--- src/rtl/shift_pkg.sv ---
// Command/state encodings and helpers shared by the shift/rotate engine.
package shift_pkg;

   typedef enum logic [2:0] {
      CMD_NOP  = 3'b000,
      CMD_LOAD = 3'b001,
      CMD_ROR  = 3'b010,
      CMD_ROL  = 3'b011,
      CMD_SRL  = 3'b100,
      CMD_SLL  = 3'b101,
      CMD_SRA  = 3'b110,
      CMD_RSVD = 3'b111
   } cmd_e;

   typedef enum logic {
      IDLE  = 1'b0,
      SHIFT = 1'b1
   } state_e;

   function automatic logic is_shift(cmd_e c);
      return c inside {CMD_ROR, CMD_ROL, CMD_SRL, CMD_SLL, CMD_SRA};
   endfunction

endpackage

--- src/rtl/shift_unit_if.sv ---
// Command/result bundle for shift_unit; the requester uses master, the engine uses slave.
interface shift_unit_if
   import shift_pkg::*;
#(
   parameter int N = 8
);
   localparam int A = $clog2(N);

   logic         start;
   cmd_e         cmd;
   logic [A-1:0] amt;
   logic [N-1:0] p;
   logic [N-1:0] q;
   logic         sout;
   logic         busy;
   logic         done;
   logic         err;

   modport master (output start, cmd, amt, p, input q, sout, busy, done, err);
   modport slave  (input start, cmd, amt, p, output q, sout, busy, done, err);
endinterface

--- src/rtl/shift_step.sv ---
// One-position shift/rotate step, purely combinational; non-shift commands pass d through.
module shift_step
   import shift_pkg::*;
#(
   parameter int N = 8
) (
   input  logic [N-1:0] d,
   input  cmd_e         cmd,
   input  logic         fill,
   output logic [N-1:0] d_next,
   output logic         bit_out
);
   always_comb begin
      d_next  = d;
      bit_out = 1'b0;
      case (cmd)
         CMD_ROR: begin d_next = {d[0], d[N-1:1]};   bit_out = d[0];   end
         CMD_ROL: begin d_next = {d[N-2:0], d[N-1]}; bit_out = d[N-1]; end
         CMD_SRL: begin d_next = {1'b0, d[N-1:1]};   bit_out = d[0];   end
         CMD_SLL: begin d_next = {d[N-2:0], 1'b0};   bit_out = d[N-1]; end
         CMD_SRA: begin d_next = {fill, d[N-1:1]};   bit_out = d[0];   end
         default: ;
      endcase
   end
endmodule

--- src/rtl/shift_unit.sv ---
// N-bit load/rotate/shift register with start/busy/done handshake; start is ignored while busy.
// SHIFT_UNIT_BARREL_EN selects the single-cycle barrel engine, otherwise one bit position per clock.
module shift_unit
   import shift_pkg::*;
#(
   parameter  int N = 8,
   localparam int A = $clog2(N)
) (
   input logic         clock,
   input logic         reset,
   shift_unit_if.slave bus
);
   if (N < 4 || (N & (N - 1)) != 0) begin : g_bad_n
      $error("shift_unit: N must be a power of two and at least 4");
   end

   logic [N-1:0] q_r;
   logic         sout_r, done_r, err_r;
   logic         busy, accept;

   assign accept   = bus.start && !busy;
   assign bus.q    = q_r;
   assign bus.sout = sout_r;
   assign bus.busy = busy;
   assign bus.done = done_r;
   assign bus.err  = err_r;

`ifdef SHIFT_UNIT_BARREL_EN
   // stage[k]/sbit[k] hold the register and exit bit after k steps; stage 0 is "no change".
   logic [N-1:0] stage [N];
   logic         sbit  [N];
   logic [A-1:0] sel;

   assign busy     = 1'b0;
   assign sel      = bus.amt;
   assign stage[0] = q_r;
   assign sbit[0]  = sout_r;

   for (genvar i = 0; i < N - 1; i++) begin : g_chain
      shift_step #(.N(N)) u_step (
         .d      (stage[i]),
         .cmd    (bus.cmd),
         .fill   (q_r[N-1]),
         .d_next (stage[i+1]),
         .bit_out(sbit[i+1])
      );
   end

   always_ff @(posedge clock) begin
      if (reset) begin
         q_r    <= '0;
         sout_r <= 1'b0;
         done_r <= 1'b0;
         err_r  <= 1'b0;
      end else begin
         done_r <= accept;
         err_r  <= accept && (bus.cmd == CMD_RSVD);
         if (accept) begin
            if (bus.cmd == CMD_LOAD) begin
               q_r <= bus.p;
            end else if (is_shift(bus.cmd)) begin
               q_r    <= stage[sel];
               sout_r <= sbit[sel];
            end
         end
      end
   end
`else
   state_e       state, state_nx;
   cmd_e         cmd_r, step_cmd;
   logic [A-1:0] cnt;
   logic [N-1:0] step_q;
   logic         step_bit, do_step, long_op;

   // SRA keeps the MSB fixed on every step, so the live MSB is the original sign.
   shift_step #(.N(N)) u_step (
      .d      (q_r),
      .cmd    (step_cmd),
      .fill   (q_r[N-1]),
      .d_next (step_q),
      .bit_out(step_bit)
   );

   assign busy    = (state == SHIFT);
   assign long_op = is_shift(bus.cmd) && (bus.amt > A'(1));

   always_comb begin
      state_nx = state;
      step_cmd = cmd_r;
      do_step  = 1'b0;
      case (state)
         IDLE: begin
            step_cmd = bus.cmd;
            if (accept) begin
               do_step = is_shift(bus.cmd) && (bus.amt != '0);
               if (long_op) state_nx = SHIFT;
            end
         end
         SHIFT: begin
            do_step = 1'b1;
            if (cnt == A'(1)) state_nx = IDLE;
         end
         default: state_nx = IDLE;
      endcase
   end

   always_ff @(posedge clock) begin
      if (reset) begin
         state  <= IDLE;
         cmd_r  <= CMD_NOP;
         cnt    <= '0;
         q_r    <= '0;
         sout_r <= 1'b0;
         done_r <= 1'b0;
         err_r  <= 1'b0;
      end else begin
         state  <= state_nx;
         done_r <= 1'b0;
         err_r  <= 1'b0;
         if (do_step) begin
            q_r    <= step_q;
            sout_r <= step_bit;
         end
         if (state == IDLE && accept) begin
            cmd_r  <= bus.cmd;
            cnt    <= bus.amt - A'(1);
            done_r <= !long_op;
            err_r  <= (bus.cmd == CMD_RSVD);
            if (bus.cmd == CMD_LOAD) q_r <= bus.p;
         end
         if (state == SHIFT) begin
            cnt    <= cnt - A'(1);
            done_r <= (cnt == A'(1));
         end
      end
   end
`endif
endmodule

--- src/flat_wrapper.sv ---
// flat-port wrapper written by rule: the top's interface ports become plain ports
module shift_unit_flat import shift_pkg::*;
#(
   parameter  int N = 8,
   localparam int A = $clog2(N)
)
  (clock, reset, bus_start, bus_cmd, bus_amt, bus_p, bus_q, bus_sout, bus_busy, bus_done, bus_err);
  shift_unit_if #(.N(N)) bus_i ();
  input logic clock;
  input logic reset;
  input wire logic [$bits(bus_i.start)-1:0] bus_start;
  input wire logic [$bits(bus_i.cmd)-1:0] bus_cmd;
  input wire logic [$bits(bus_i.amt)-1:0] bus_amt;
  input wire logic [$bits(bus_i.p)-1:0] bus_p;
  output wire logic [$bits(bus_i.q)-1:0] bus_q;
  output wire logic [$bits(bus_i.sout)-1:0] bus_sout;
  output wire logic [$bits(bus_i.busy)-1:0] bus_busy;
  output wire logic [$bits(bus_i.done)-1:0] bus_done;
  output wire logic [$bits(bus_i.err)-1:0] bus_err;
  assign bus_i.start = bus_start;
  assign bus_i.cmd = bus_cmd;
  assign bus_i.amt = bus_amt;
  assign bus_i.p = bus_p;
  assign bus_q = bus_i.q;
  assign bus_sout = bus_i.sout;
  assign bus_busy = bus_i.busy;
  assign bus_done = bus_i.done;
  assign bus_err = bus_i.err;
  shift_unit #(.N(N)) u_core (.clock(clock), .reset(reset), .bus(bus_i));
endmodule
--- config.mk ---
export PLATFORM = sky130hd
export DESIGN_NAME = shift_unit_flat
export DESIGN_NICKNAME = d
export VERILOG_FILES = /design/src/rtl/shift_pkg.sv /design/src/rtl/shift_unit_if.sv /design/src/rtl/shift_step.sv /design/src/rtl/shift_unit.sv /design/src/flat_wrapper.sv
export SDC_FILE = /design/constraint.sdc
export NUM_CORES = 1
export LEC_CHECK = 0
export BUFFER_PORTS_ARGS = -buffer_cell sky130_fd_sc_hd__buf_2
export CAP_MARGIN = 20
export CORE_MARGIN = 2
export CORE_UTILIZATION = 48
export CTS_BUF_LIST = sky130_fd_sc_hd__clkbuf_4 sky130_fd_sc_hd__clkbuf_8
export CTS_CLUSTER_SIZE = 40
export DETAILED_ROUTE_END_ITERATION = 10
export PLACE_DENSITY_LB_ADDON = 0.15
export SYNTH_ARGS = -nofsm -noshare
export SYNTH_HDL_FRONTEND = slang
export SYNTH_SLANG_ARGS = --single-unit
--- constraint.sdc ---
create_clock -name clock -period 1.6 [get_ports clock]
set_input_delay 0.08 -clock clock [delete_from_list [all_inputs] [get_ports clock]]
set_output_delay 0.08 -clock clock [all_outputs]
set_load 0.05 [all_outputs]
# Word level (Yosys, flattened, before mapping)
# Cells that the tools add are included.
totals:
  reg_bits: 18
  latch_bits: 0
  mem_bits_rw: 0
  mem_bits_ro: 0
  inputBits: 17
  output_inout_bits: 12
  word_cells: 53
  memories: 0
op_classes:
  n_addsub: 2
  n_mul: 0
  n_div: 0
  n_lt_le_gt_ge: 1
  eq_ne: 13
  n_shift: 0
  mux: 16
  bitwise: 2
  n_reduce_logical: 12
op_table:
  columns: ["cell", "count"]
  rows:
  - ["8-bit case mux with 5 select lines", 1]
  - ["8-bit two-way mux", 3]
  - ["3-bit == test (second input constant)", 7]
  - ["3-bit by 2-bit == test with 1-bit output (second input constant)", 4]
  - ["3-bit two-way mux", 3]
  - ["3-bit by 1-bit == test with 1-bit output (second input constant)", 2]
  - ["1-bit two-way mux", 6]
  - ["1-bit case mux with 2 select lines", 3]
  - ["3-bit by 1-bit subtractor with 3-bit output (second input constant)", 2]
  - ["5-bit nonzero test", 1]
  - ["1-bit logical AND", 4]
  - ["2-bit OR reduction", 2]
  - ["3-bit by 1-bit greater-than comparator with 1-bit output (second input constant)", 1]
  - ["3-bit nonzero test", 1]
  - ["3-bit OR reduction", 1]
  - ["1-bit logical NOT", 2]
  - ["1-bit NOT", 2]
  - ["2-bit nonzero test", 1]

# Logic depth before layout (Yosys ltp)
logic_depth:
  word_depth: 8
  mapped_depth: 8
  depth_no_buf: 7

# Cells and area by module
# A second synthesis with hierarchy kept.
hier_totals:
  cells_unflattened: 161
  hier_area_um2: 1362.6
modules_own_cells:
  columns: ["module", "instances", "cells_per_inst", "area_per_inst_um2", "seq_area_each_um2"]
  rows:
  - ["shift_unit", 1, 114, 992.2, 360.3]
  - ["shift_step", 1, 47, 370.4, 0.0]

# Worst setup path before layout
# Ideal clock, no wire load.
synth_path:
  path_kind: "register -> register"
  from: "register u_core.state (netlist: u_core.bus.busy)"
  to: "register u_core.q_r[7] (netlist: u_core.bus.q[7])"
  setup_ps: 85
  arrival_ps: 1912
  t_required_ps: 1515
  path_slack_ps: -397
  stages_incl_launch_ff: 5
  path_buffers: 1
  period_less_slack_ps: 1997
  cell_sequence: "dfxtp_1 > buf_2 > mux2_4 > o311a_1 > o31ai_2"
synth_between:
  elab_chain_len: 7
  elab_cells_between_ends: 16
  classes_between: "eq/ne: 5; mux: 7; bitwise: 1; reduce/logical: 3"
synth_lines:
  columns: ["item", "line", "source"]
  rows:
  - ["start: declaration", "shift_unit.sv:69", "state_e state, state_nx;"]
  - ["start signal: assignment", "shift_unit.sv:117", "state <= state_nx;"]
  - ["parallel branches: the longest is 6 deep, another holds 8-bit case mux with 5 select lines", null, null]
  - ["8-bit two-way mux (*)", "shift_unit.sv:124", "if (state == IDLE && accept) begin"]
  - ["end signal: assignment", "shift_unit.sv:121", "q_r <= step_q;"]
  - ["end signal: assignment", "shift_unit.sv:129", "if (bus.cmd == CMD_LOAD) q_r <= bus.p;"]
  - ["end: declaration", "shift_unit.sv:17", "logic [N-1:0] q_r;"]
# Every way passes the cells marked *.
# A chain may end at the register's enable or synchronous reset.

# Worst setup path in the final report
layout_path:
  from: "register u_core.state (netlist: u_core.bus.busy)"
  to: "register u_core.q_r[6] (netlist: u_core.bus.q[6])"
# The elaborated chain is that of the path after synthesis.

==> flow_summary.json <==
{
  "finish.instance_area_mm2": 0.001466,
  "required_ns": 1.80,
  "setup.worst_path.class": "register to register",
  "ir_worst_vdd_v": 0.0005048,
  "fin_crit_ns": 1.523,
  "ant_nets": 0,
  "avgSynthCellArea_um2": 8.170,
  "maxCapViolations": 0,
  "cts-htree-levels": 1,
  "drc": 0,
  "drt-initial-drc-count": 31,
  "worst-path-buf-inv": 1,
  "pin_count": 29,
  "io_buffers": 28,
  "layout_commonest_cell": "nand2_1",
  "finalMaxSlewViolations": 0,
  "timing.rr.end": "u_core.bus.q[6]$_SDFF_PP0_",
  "clock_sinks": 18,
  "min_period_over_period": 0.9521,
  "ys_ff_latch": 18,
  "grt_pass1_vias": 968,
  "hold_path_class": "input pin to register",
  "crit_start": "u_core.bus.busy$_SDFF_PP0_",
  "internal_power_w": 0.0007478,
  "max_stage_delay_ns": 0.41,
  "fin_cells": 205,
  "path_cells": "mux2i_4 -> and2_4 -> nor3_4 -> buf_4 -> mux2i_2 -> o21ai_1",
  "placed_cells": 194,
  "die_y_um": 51.76,
  "tightest_slew_ns": 0.3131,
  "wl_per_cell_um": 12.45,
  "combPwrFrac": 0.318,
  "cp_num_cells": 6,
  "outcome": "complete, no violations",
  "antenna_found_initial": 0,
  "reg2reg_depth": 6,
  "dp_worst_setup_slack_ns": 0.05871,
  "cts_made_buffers": 3,
  "drive_gt1_frac": 0.3220,
  "finalSetupViolCount": 0,
  "clockPowerShare": 0.230,
  "tns_ns": 0,
  "cp_max_fo": 7,
  "cts_root_buffer": "clkbuf_4",
  "grt_usage": 0.2083,
  "rsz0062_at_grt": "yes",
  "switching_share": 0.3343,
  "yosysSeqAreaShare": 0.3291,
  "die_x_um": 51.76,
  "crit_path_end": "u_core.bus.q[6]$_SDFF_PP0_",
  "rows": 17,
  "drt_wl_total_mm": 2.552,
  "clk_pin_slew_ns": 0.11,
  "worst_setup_path_end_kind": "register",
  "syn_inst": 134,
  "whs_ns": 0.008912,
  "p_leak_nw": 0.6067,
  "cts_max_path_buffers": 2,
  "vias": 1107,
  "fin_nets": 200,
  "power_density_mw_per_mm2": 766.1,
  "maxSlewHeadroom": 0.7912,
  "grt.overflow.total": 0,
  "syn_to_final_growth_pct": 33.94,
  "switching_power_w": 0.0003756,
  "rrSetupSlack_ns": 0.08,
  "ys_types": 36,
  "multi_input_area_um2": 748.2,
  "syn_area_mm2": 0.001095,
  "ys_warn_count": 0,
  "fin_skew_ns": 0.004961,
  "cp.arrival_ns": 1.72,
  "mostFrequentLayoutCells": "nand2_1 (35), buf_2 (28), dfxtp_1 (17)",
  "die_area_mm2": 0.002679,
  "cts_tree": "built",
  "clock_latency_ns": 0.29,
  "initial_core_util": 0.4997,
  "regArea_um2": 364.1,
  "p_seq_frac": 0.452,
  "rr_startpoint": "u_core.bus.busy$_SDFF_PP0_",
  "synth_fp_nets": 156,
  "grt_first_pass_wirelength_mm": 4.202,
  "coreArea_mm2": 0.002191,
  "dpl.hpwl_mm": 1.927,
  "cp_slowest_cell": "dfxtp_4",
  "grt_max_degree": 13,
  "fin_ws_ns": 0.07671,
  "timing.final.hold_violations": 0,
  "nFillCells": 205,
  "crit_family": "multiplexers",
  "antenna_cells": 0,
  "place.gp.congestion": 0.7975,
  "via_per_inst": 5.400,
  "dpl_cell_area_mm2": 0.001319,
  "fmax_mhz": 656.5,
  "dr.pass1.iters": 4,
  "critPathLaunchType": "register"
}
==> logic make-up (layout without fill, tap and decap cells) <==
logic type | Yosys count | after routing | share of synthesized area
fa+ha+maj | 5 | 5 | 0.05714
buf+inv | 9 | 52 | 0.04227
flops | 18 | 18 | 0.3291
mux | 13 | 13 | 0.1280
xor+xnor | 2 | 2 | 0.01600
simple gates | 54 | 54 | 0.2229
compound gates | 33 | 33 | 0.2046
==> power by group through the flow <==
stage,combinational [W],sequential (W),clock (W)
6_report,0.000357,0.000508,0.000259
5_1_grt,0.000389,0.000512,0.000285
3_3_place_gp,0.000317,0.000512,0
3_5_place_dp,0.000323,0.000514,0
4_1_cts,0.000337,0.000504,0.000266
2_1_floorplan,0.000205,0.000542,0
==> state kept, by name (all words and copies together), names as in the netlist <==
name	flops
u_core.bus.busy	1
u_core.cmd_r	3
u_core.bus.done	1
u_core.bus.err	1
u_core.bus.sout	1
u_core.bus.q	8
u_core.cnt	3
==> worst min-delay path by stage <==
stage / endpoint / cells after the start / startpoint / slack (ns)
after floorplan: u_core.bus.q[0]$_SDFF_PP0_ / 2 / bus_p[0] / 0.19
after global placement: u_core.bus.q[5]$_SDFF_PP0_ / 3 / bus_p[5] / 0.28
after detailed placement: u_core.bus.q[0]$_SDFF_PP0_ / 3 / bus_p[0] / 0.28
after CTS: u_core.bus.q[4]$_SDFF_PP0_ / 3 / bus_p[4] / 0.005
after global routing: u_core.bus.q[4]$_SDFF_PP0_ / 3 / bus_p[4] / 0.01
final: u_core.bus.q[4]$_SDFF_PP0_ / 3 / bus_p[4] / 0.009
==> cells in the mapped netlist (all sizes together) <==
library cell / count / share of area
nand3: 3 / 0.014
mux2i: 11 / 0.10
nand2b: 2 / 0.011
o211ai: 1 / 0.0069
nor2: 7 / 0.024
or2: 1 / 0.0057
clkbuf: 1 / 0.0034
mux2: 2 / 0.024
nand2: 35 / 0.12
a21oi: 5 / 0.023
a41oi: 1 / 0.025
o311a: 1 / 0.0091
xor2: 1 / 0.0080
dfxtp: 18 / 0.33
o21ai: 16 / 0.073
o21bai: 1 / 0.0069
and2: 1 / 0.0080
a22oi: 2 / 0.014
inv: 5 / 0.017
o32ai: 1 / 0.0080
a31oi: 1 / 0.0057
buf: 3 / 0.022
xnor2: 1 / 0.0080
nor2b: 1 / 0.013
o22ai: 1 / 0.0057
o31ai: 1 / 0.011
ha: 5 / 0.057
nor3: 4 / 0.027
a2bb2oi: 2 / 0.016
==> what timing repair did <==
| item | in CTS | in global routing |
|---|---|---|
| gates resized for setup | 0 | 9 |
| setup endpoints to repair | 0 | 9 |
| hold buffers | 7 | 0 |
| endpoints found under the hold margin | 7 | 0 |
| setup buffers | 0 | 0 |
==> layout make-up <==
class / count / area share
Inverter: 5 / 0.01280
Sequential cell: 18 / 0.2483
Tap cell: 28 / 0.02389
Clock buffer: 4 / 0.02048
Multi-Input combinational cell: 107 / 0.5102
Timing Repair Buffer: 43 / 0.1843
==> routing by layer <==
layer / global-route usage / up-vias / part of all wire
met5: 0 / - / 0
met4: 0.07895 / 0 / 0.0067
li1: - / 553 / -
met3: 0.02586 / 2 / 0.057
met2: 0.3291 / 43 / 0.45
met1: 0.2888 / 509 / 0.48
==> worst min-delay path, stage by stage <==
cell,delay (ns)
buf_2,0.08
nand2_1,0.04
o21ai_1,0.07
==> stage by stage <==
step	total power (W)	util
2_1_floorplan	0.0007474	-
3_3_place_gp	0.0008294	0.6019
3_5_place_dp	0.0008373	0.6019
4_1_cts	0.001106	0.6476
5_1_grt	0.001185	0.6693
6_report	0.001123	0.6693
Note: power is estimated with default switching activity, not from simulation.
